## config.mk

```make
export PLATFORM = sky130hd
export DESIGN_NAME = pc_fetch_unit
export DESIGN_NICKNAME = d
export VERILOG_FILES = /design/src/rtl/pc_fetch_unit.sv
export SDC_FILE = /design/constraint.sdc
export NUM_CORES = 1
export LEC_CHECK = 0
export ABC_AREA = 1
export BUFFER_PORTS_ARGS = -buffer_cell sky130_fd_sc_hd__buf_2
export CAP_MARGIN = 25
export CORE_MARGIN = 2
export CORE_UTILIZATION = 54
export CTS_BUF_LIST = sky130_fd_sc_hd__clkbuf_2 sky130_fd_sc_hd__clkbuf_4 sky130_fd_sc_hd__clkbuf_8
export CTS_CLUSTER_DIAMETER = 80
export CTS_CLUSTER_SIZE = 24
export DETAILED_ROUTE_END_ITERATION = 8
export PLACE_DENSITY_LB_ADDON = 0.1
export SYNTH_ARGS = -nofsm -noshare
export SYNTH_HDL_FRONTEND = slang
export SYNTH_SLANG_ARGS = --single-unit
```

## constraint.sdc

```tcl
create_clock -name clk -period 6.4 [get_ports clk]
set_input_delay 0.64 -clock clk [delete_from_list [all_inputs] [get_ports clk]]
set_output_delay 0.64 -clock clk [all_outputs]
set_load 0.03 [all_outputs]
```

## src/rtl/pc_fetch_unit.sv

```systemverilog
// pc_fetch_unit: program counter and instruction-fetch sequencer.
// Each instruction is fetched from memory over a req/ack handshake. It is then
// presented to decode for one EXEC cycle. In that cycle the decoder's branch
// code, the ALU zero/less flags, the immediate and rs1 resolve the next PC.
// An aligned target updates the PC. A misaligned taken target sets a sticky
// trap flag and parks the unit in TRAP until reset.
// Optional feature: define PC_FETCH_TAKEN_COUNT_EN to add a 32-bit taken_count
// output. It counts the non-trapping taken redirects.
module pc_fetch_unit #(
  parameter int unsigned     XLEN     = 32,
  parameter logic [XLEN-1:0] RESET_PC = '0
) (
  input  logic            clk,
  input  logic            rst_n,
  output logic            imem_req,
  output logic [XLEN-1:0] imem_addr,
  input  logic            imem_ack,
  input  logic [31:0]     imem_rdata,
  output logic [31:0]     instr,
  output logic            instr_valid,
  input  logic [2:0]      branch,
  input  logic            zero,
  input  logic            less,
  input  logic [XLEN-1:0] imm,
  input  logic [XLEN-1:0] rs1_data,
  input  logic            halt,
  output logic [XLEN-1:0] pc,
  output logic [XLEN-1:0] pc_plus4,
  output logic            taken,
  output logic            misalign
`ifdef PC_FETCH_TAKEN_COUNT_EN
  ,
  output logic [31:0]     taken_count
`endif
);

  typedef enum logic [1:0] {
    ST_FETCH,
    ST_EXEC,
    ST_HALT,
    ST_TRAP
  } state_e;

  state_e          state_q, state_d;
  logic [XLEN-1:0] pc_q, pc_d;
  logic [31:0]     instr_q, instr_d;
  logic            misalign_q, misalign_d;

  logic            br_taken;
  logic [XLEN-1:0] br_target;
  logic [XLEN-1:0] jalr_sum;
  logic [XLEN-1:0] target;
  logic [XLEN-1:0] next_pc;
  logic            in_exec;
  logic            misalign_hit;

  assign pc_plus4  = pc_q + XLEN'(4);
  assign br_target = pc_q + imm;
  assign jalr_sum  = rs1_data + imm;

  // Decode the branch code into a redirect decision and its target address.
  always_comb begin
    // NOTE: every output of this block is given a default first, so no path leaves one unassigned and no latch is inferred.
    br_taken = 1'b0;
    target   = br_target;
    case (branch)
      3'b001: br_taken = 1'b1;
      3'b010: begin
        br_taken = 1'b1;
        target   = {jalr_sum[XLEN-1:1], 1'b0};
      end
      3'b100: br_taken = zero;
      3'b101: br_taken = !zero;
      3'b110: br_taken = less;
      3'b111: br_taken = !less;
      default: br_taken = 1'b0;  // 000 sequential, 011 reserved
    endcase
  end

  // rst_n gates the request so it drops the instant reset is asserted,
  // without waiting for the state register to update.
  assign in_exec      = (state_q == ST_EXEC);
  assign imem_req     = rst_n && (state_q == ST_FETCH);
  assign imem_addr    = pc_q;
  assign instr_valid  = rst_n && in_exec;
  assign taken        = rst_n && in_exec && br_taken;
  assign next_pc      = taken ? target : pc_plus4;
  assign misalign_hit = taken && (next_pc[1:0] != 2'b00);

  assign pc       = pc_q;
  assign instr    = instr_q;
  assign misalign = misalign_q;

  // Next-state logic: fetch handshake, EXEC resolution, halt wait, trap park.
  always_comb begin
    state_d    = state_q;
    pc_d       = pc_q;
    instr_d    = instr_q;
    misalign_d = misalign_q;
    case (state_q)
      ST_FETCH: begin
        if (imem_ack) begin
          instr_d = imem_rdata;
          state_d = ST_EXEC;
        end
      end
      ST_EXEC: begin
        if (misalign_hit) begin
          misalign_d = 1'b1;
          state_d    = ST_TRAP;
        end else begin
          pc_d    = next_pc;
          state_d = halt ? ST_HALT : ST_FETCH;
        end
      end
      ST_HALT: begin
        if (!halt) state_d = ST_FETCH;
      end
      default: state_d = ST_TRAP;  // TRAP holds until reset
    endcase
  end

  // State and datapath registers.
  always_ff @(posedge clk or negedge rst_n) begin
    if (!rst_n) begin
      state_q    <= ST_FETCH;
      pc_q       <= RESET_PC;
      instr_q    <= '0;
      misalign_q <= 1'b0;
    end else begin
      // NOTE: sequential state uses non-blocking assignments so that every register samples pre-edge values.
      state_q    <= state_d;
      pc_q       <= pc_d;
      instr_q    <= instr_d;
      misalign_q <= misalign_d;
    end
  end

`ifdef PC_FETCH_TAKEN_COUNT_EN
  logic [31:0] taken_count_q, taken_count_d;

  assign taken_count_d = (taken && !misalign_hit) ? taken_count_q + 32'd1 : taken_count_q;
  assign taken_count   = taken_count_q;

  // Count the taken redirects that retire without trapping. The count wraps silently.
  always_ff @(posedge clk or negedge rst_n) begin
    if (!rst_n) taken_count_q <= '0;
    else        taken_count_q <= taken_count_d;
  end
`endif

endmodule

```

==> results.sh, run 1 <==
export IMPL_cts_tree="yes"
export IMPL_grt_util_all_layers=0.316
export IMPL_postCtsSetupRepairBufs=0
export IMPL_synth_seq_area_share=0.186
export IMPL_routedWlPerCell_microns=14.4
export IMPL_rows=47
export IMPL_hold_viol_final=0
export IMPL_synth_most_common_cell="nand2_1"
export IMPL_synthArstFlopShare=1.00
export IMPL_fin_skew_ps=11.2
export IMPL_synth_cell_type_count=50
export IMPL_grt_max_degree=70
export IMPL_dp_hpwl_mm=23.8
export IMPL_cp_end_kind="output port"
export IMPL_leakage_nw=6.30
export IMPL_viasPerCell=5.14
export IMPL_synth_edf_count=0
export IMPL_place_ws_ps=3050
export IMPL_fin_util=0.628
export IMPL_status="complete, no violations"
export IMPL_post_cts_resized=0
export IMPL_netlist_instances=1548
export IMPL_num_vias=10100
export IMPL_gr_total_overflow=0
export IMPL_cts_clk_slew_worst_paths_ps=70
export IMPL_final_setup_tns_ps=0
export IMPL_antenna_found_initial=0
export IMPL_area_growth_pct=14.5
export IMPL_drv_cap=0
export IMPL_synth_seq_cells=67
export IMPL_portBuffers=236
export IMPL_synth_top_area_share=0.242
export IMPL_cp_arrival_ps=2630
export IMPL_ant_nets=0
export IMPL_drt_wl_total_mm=28.4
export IMPL_core_area_sq_um=16500
export IMPL_fin_crit_sh=0.511
export IMPL_initial_core_util=0.548
export IMPL_synthFlopType="dfrtp_1"
export IMPL_die_area_sq_um=17800
export IMPL_dr_pass1_iters=7
export IMPL_power_density_nw_per_um2=397
export IMPL_drive_gt1_frac=0.188
export IMPL_clockRootBuffer="clkbuf_8"
export IMPL_finalWorstSetupSlack_ps=3130
export IMPL_grt_first_pass_wirelength_mm=44.6
export IMPL_min_period_ps=3270
export IMPL_die_x_microns=133
export IMPL_syn_area_per_cell_sq_um=5.83
export IMPL_ys_warn_count=0
export IMPL_worst_path_max_fanout=69
export IMPL_max_slew_margin=0.438
export IMPL_final_setup_viol_count=0
export IMPL_drc=0
export IMPL_syn_nets=1717
export IMPL_clkSinkCount=67
export IMPL_io_pins=237
export IMPL_first_iter_violations=799
export IMPL_synthTopCellsByCount="nand2_1, inv_1, nand3_1, nor2_1, a21oi_1"
export IMPL_grt_pass1_vias=9261
export IMPL_synth_area_top_cells="nand2_1, dfrtp_1, inv_1, ha_1, nand3_1"
export IMPL_numCtsBuffers=9
export IMPL_antenna_cells=0
export IMPL_fmax_ghz=0.306
export IMPL_startpoint_type="input pin"
export IMPL_synth_top_area_cell="nand2_1"
export IMPL_crit_required_ps=5760
export IMPL_crit_type="in2out"
export IMPL_hp_class="in2async"
export IMPL_rsz0062_at_grt="false"
export IMPL_clock_path_buffers=2
export IMPL_irDropWorstVdd_mv=0.267
export IMPL_hold_ws_ps=458
export IMPL_gp_congestion=0.967
export IMPL_p_total_mw=4.10
export IMPL_clkLatencyLatePin_ps=350
export IMPL_ctsHtreeMaxLevel=3
export IMPL_hold_buffers=0
export IMPL_slew_violations=0
export IMPL_fp_dieH_microns=133
export IMPL_worst_pin_slew_ps=843
export IMPL_nets=1913
export IMPL_syn_area_sq_um=9030
==> power by group <==
group | switching, mW | total, mW | internal (mW)
combinational | 2.00 | 2.90 | 0.903
clock | 0.148 | 0.322 | 0.174
sequential | 0.269 | 0.882 | 0.613
==> kinds of logic (layout without fill, tap and decap cells) <==
group / count (synthesis) / after routing / share of synthesized area
compound gates: 120 / 120 / 0.0711
xor+xnor: 34 / 34 / 0.0346
fa+ha+maj: 64 / 64 / 0.0903
buf+inv: 338 / 539 / 0.160
flops: 67 / 67 / 0.186
mux: 32 / 32 / 0.0399
simple gates: 893 / 893 / 0.419
==> metrics by stage <==
| step | instance area [sq um] | instances |
|---|---|---|
| 3_5_place_dp | 10200 | 1953 |
| 4_1_cts | 10300 | 1969 |
| 3_3_place_gp | 10100 | 1952 |
| 5_1_grt | 10300 | 1969 |
| 6_report | 10300 | 1969 |
| 2_1_floorplan | 9030 | 1548 |
==> metal layers <==
layer / GRT usage / share of wire
met4: 0.106 / 0.027
met2: 0.546 / 0.46
met5: 0 / 0
met3: 0.0278 / 0.071
met1: 0.416 / 0.44
==> critical path, stage by stage <==
cell      delay [ps]
buf_2             80
buf_4            630
nand2_1          140
inv_2            110
nand2_4          140
clkinv_2         540
buf_2            320
==> state kept, by name (all words and copies together), names as in the netlist <==
name	count
imem_addr	32
instr	32
misalign	1
state_q	2
==> path summary, 6_finish.rpt <==
path | startpoint | end | slack (ps) | cells past startpoint
setup / recovery | rst_n | taken | 3130 | 7
hold / removal | rst_n | imem_addr[1]$_DFFE_PN0P_ | 460 | 2
setup reg to reg | state_q[0]$_DFFE_PN0P_ | imem_addr[29]$_DFFE_PN0P_ | 3740 | 13
min in group clk | misalign$_DFFE_PN0P_ | misalign$_DFFE_PN0P_ | 460 | 2
max in group asynchronous | rst_n | instr[8]$_DFFE_PN0P_ | 5350 | 2
hold reg to reg | misalign$_DFFE_PN0P_ | misalign$_DFFE_PN0P_ | 460 | 2
==> cell usage in the layout (no fill, tap or decap), drive strengths merged, types with 2 or more instances in the layout <==
cell / count
nand3: 123
and3: 3
clkbuf: 14
nor3b: 3
nor4: 5
o21bai: 3
nor3: 15
fa: 2
mux2: 32
nand4: 10
clkinv: 4
nand3b: 15
buf: 238
o211ai: 5
o21ai: 34
inv: 283
dfrtp: 67
and2: 2
xor2: 28
a21oi: 72
ha: 62
nand2: 590
xnor2: 6
nor2: 125
a22oi: 2
==> final cells by class <==
| cell class | count | area [sq um] |
|---|---|---|
| Inverter | 285 | 1070 |
| Multi-Input combinational cell | 1143 | 5910 |
| Fill cell | 1689 | 6130 |
| Timing Repair Buffer | 238 | 1220 |
| Clock inverter | 2 | 10.0 |
| Tap cell | 220 | 275 |
| Sequential cell | 67 | 1680 |
| Clock buffer | 14 | 174 |
No activity file was read; power rests on OpenSTA's default activity.
==> run 2: changes to the inputs <==
ABC_AREA = 0   (was 1)
CORE_UTILIZATION = 48   (was 54)
clock period = 2.9 ns   (was 6.4 ns; I/O delays follow)
==> run 2 against run 1 <==
Effect of this change:
- count of clock-buffer cells in the layout is 5 lower
- worst hold slack worse by 290 ps
- setup slack worse by 3000 ps
- first-iteration DRC count is 16% lower
- combinational power is 150% higher
- via count is 21% lower
==> results.sh, run 2 <==
export IMPL_grt_pass1_vias=7144
export IMPL_synth_seq_area_share=0.234
export IMPL_fin_area_sq_um=9510
export IMPL_area_growth_pct=32.6
export IMPL_leakage_nw=4.59
export IMPL_gp_congestion=0.929
export IMPL_worst_pin_slew_ps=552
export IMPL_crit_type="reg2reg"
export IMPL_synthTopCellsByCount="nand2_1, a21oi_1, nor2_1, o21ai_0, dfrtp_1"
export IMPL_netlist_instances=892
export IMPL_final_common_cell="buf_2"
export IMPL_initial_core_util=0.492
export IMPL_final_setup_viol_count=0
export IMPL_hold_viol_final=0
export IMPL_grt_first_pass_wirelength_mm=37.4
export IMPL_cts_clk_slew_worst_paths_ps=90
export IMPL_synth_top_area_cell="dfrtp_1"
export IMPL_synth_cell_type_count=69
export IMPL_finalWorstSetupSlack_ps=82.7
export IMPL_fillCellCount=1299
export IMPL_numCtsBuffers=9
export IMPL_slew_violations=0
export IMPL_rows=44
export IMPL_ant_nets=0
export IMPL_nets=1351
export IMPL_syn_nets=1061
export IMPL_ys_warn_count=0
export IMPL_rr_endpoint="imem_addr[31]$_DFFE_PN0P_"
export IMPL_synth_area_top_cells="dfrtp_1, ha_1, a21oi_1, xnor2_1, mux2_2"
export IMPL_antenna_cells=0
export IMPL_worst_path_max_fanout=2
export IMPL_synthFlopType="dfrtp_1"
export IMPL_synth_seq_cells=67
export IMPL_clkSinkCount=67
export IMPL_cp_end_kind="register"
export IMPL_fp_dieH_microns=126
export IMPL_power_density_nw_per_um2=1030
export IMPL_fin_crit_sh=0.971
export IMPL_hold_start="imem_rdata[5]"
export IMPL_layout_common_cells="buf_2, buf_4, nand2_1"
export IMPL_startpoint_type="register"
export IMPL_synth_edf_count=0
export IMPL_min_period_ps=2820
export IMPL_placed_area_sq_um=8970
export IMPL_antenna_found_initial=0
export IMPL_grt_util_all_layers=0.291
export IMPL_dr_pass1_iters=5
export IMPL_die_x_microns=126
export IMPL_cts_tree="yes"
export IMPL_max_slew_margin=0.629
export IMPL_ctsHtreeMaxLevel=3
export IMPL_drv_cap=0
export IMPL_synth_most_common_cell="nand2_1"
export IMPL_drt_wl_total_mm=24.3
export IMPL_hp_class="in2reg"
export IMPL_routedWlPerCell_microns=17.7
export IMPL_core_area_sq_um=14600
export IMPL_crit_required_ps=3170
export IMPL_status="complete, no violations"
export IMPL_clockRootBuffer="clkbuf_8"
export IMPL_gr_total_overflow=0
export IMPL_fin_skew_ps=10.9
export IMPL_synth_top_area_share=0.234
export IMPL_io_pins=237
export IMPL_grt_max_degree=36
export IMPL_rsz0062_at_grt="true"
export IMPL_timing_rr_start="imem_addr[14]$_DFFE_PN0P_"
export IMPL_clock_path_buffers=2
export IMPL_cp_arrival_ps=3090
export IMPL_first_iter_violations=671
export IMPL_irDropWorstVdd_mv=0.489
export IMPL_clkLatencyLatePin_ps=350
export IMPL_num_vias=7951
export IMPL_drive_gt1_frac=0.376
export IMPL_p_total_mw=9.80
export IMPL_place_ws_ps=-149
export IMPL_whs_endpoint="instr[5]$_DFFE_PN0P_"
export IMPL_syn_area_sq_um=7170
export IMPL_dp_hpwl_mm=19.3
export IMPL_portBuffers=236
export IMPL_ff2ff_path_depth=11
export IMPL_die_area_sq_um=15900
export IMPL_regToRegSetupSlack_ps=80
export IMPL_viasPerCell=5.80
export IMPL_syn_area_per_cell_sq_um=8.04
export IMPL_synthArstFlopShare=1.00
export IMPL_drc=0
export IMPL_hold_depth=2
export IMPL_fmax_ghz=0.355
==> run 2: critical path: stages (launching register included) <==
cell,delay (ps)
dfrtp_1,410
ha_1,310
a2111oi_0,420
o21a_1,230
o31ai_1,90
and3_1,200
a311o_1,360
buf_4,160
a31oi_1,190
xnor2_1,140
nor2_1,50
o21ai_0,160
==> run 2: layer usage <==
| layer | wire length [microns] | global-route usage | vias to the layer above |
|---|---|---|---|
| met5 | 0 | 0 | - |
| met3 | 1930 | 0.0399 | 34 |
| li1 | - | - | 3834 |
| met1 | 10900 | 0.414 | 3707 |
| met2 | 11000 | 0.470 | 376 |
| met4 | 477 | 0.0737 | 0 |
==> run 2: what timing repair did <==
item                                    in CTS  in global routing
endpoints found under the hold margin       31                  0
endpoints found under the setup margin      12                 20
pin swaps                                    3                 19
resized for setup                           12                 38
cloned                                       0                  0
buffers inserted                             4                  9
hold buffers                                 1                  0
==> run 2: how the worst max path moves through the flow <==
stage / slack, ps / depth (start not counted) / from / endpoint
final: 80 / 11 / imem_addr[14]$_DFFE_PN0P_ / imem_addr[31]$_DFFE_PN0P_
after global routing: -60 / 11 / imem_addr[0]$_DFFE_PN0P_ / imem_addr[28]$_DFFE_PN0P_
after CTS: 4 / 13 / imem_addr[0]$_DFFE_PN0P_ / imem_addr[24]$_DFFE_PN0P_
after detailed placement: -150 / 12 / imm[0] / imem_addr[28]$_DFFE_PN0P_
after global placement: -100 / 12 / imm[0] / imem_addr[28]$_DFFE_PN0P_
after floorplan: 20 / 11 / imem_addr[0]$_DFFE_PN0P_ / imem_addr[28]$_DFFE_PN0P_
==> run 2: cell families (layout without fill, tap and decap cells) <==
kind of cell             Yosys count  count (layout)  synth area share
buffers and inverters             87             382            0.0637
multiplexers                      34              34            0.0530
AO/OA/AOI/OAI                    287             287             0.258
adder cells (fa/ha/maj)           64              64             0.114
XOR/XNOR                          80              80            0.0977
flip-flops                        67              67             0.234
AND/OR/NAND/NOR                  273             273             0.181
==> run 2: area by class of cell <==
type	count	area, sq um	share of cell area
flip-flops and latches	67	1680	0.177
inverters	23	86.3	0.00908
multi-input cells	738	5280	0.555
repair buffers	343	2030	0.213
clock inverters	7	83.8	0.00882
well taps	184	230	0.0242
clock buffers	9	124	0.0130
==> run 2: through the flow <==
stage | instances | utilization | hold WS (ps) | setup TNS, ps
2_1_floorplan | 892 | - | -5.59 | 0
4_1_cts | 1363 | 0.634 | 152 | 0
5_1_grt | 1371 | 0.652 | 149 | -120
6_report | 1371 | 0.652 | 164 | 0
3_3_place_gp | 1342 | 0.615 | 381 | -204
3_5_place_dp | 1342 | 0.615 | 379 | -393
==> run 2: where the power goes <==
part / total (mW) / leakage, nW / internal (mW) / switching, mW
clock: 0.849 / 0.102 / 0.413 / 0.436
sequential: 1.74 / 0.800 / 1.37 / 0.373
combinational: 7.21 / 3.68 / 2.66 / 4.54
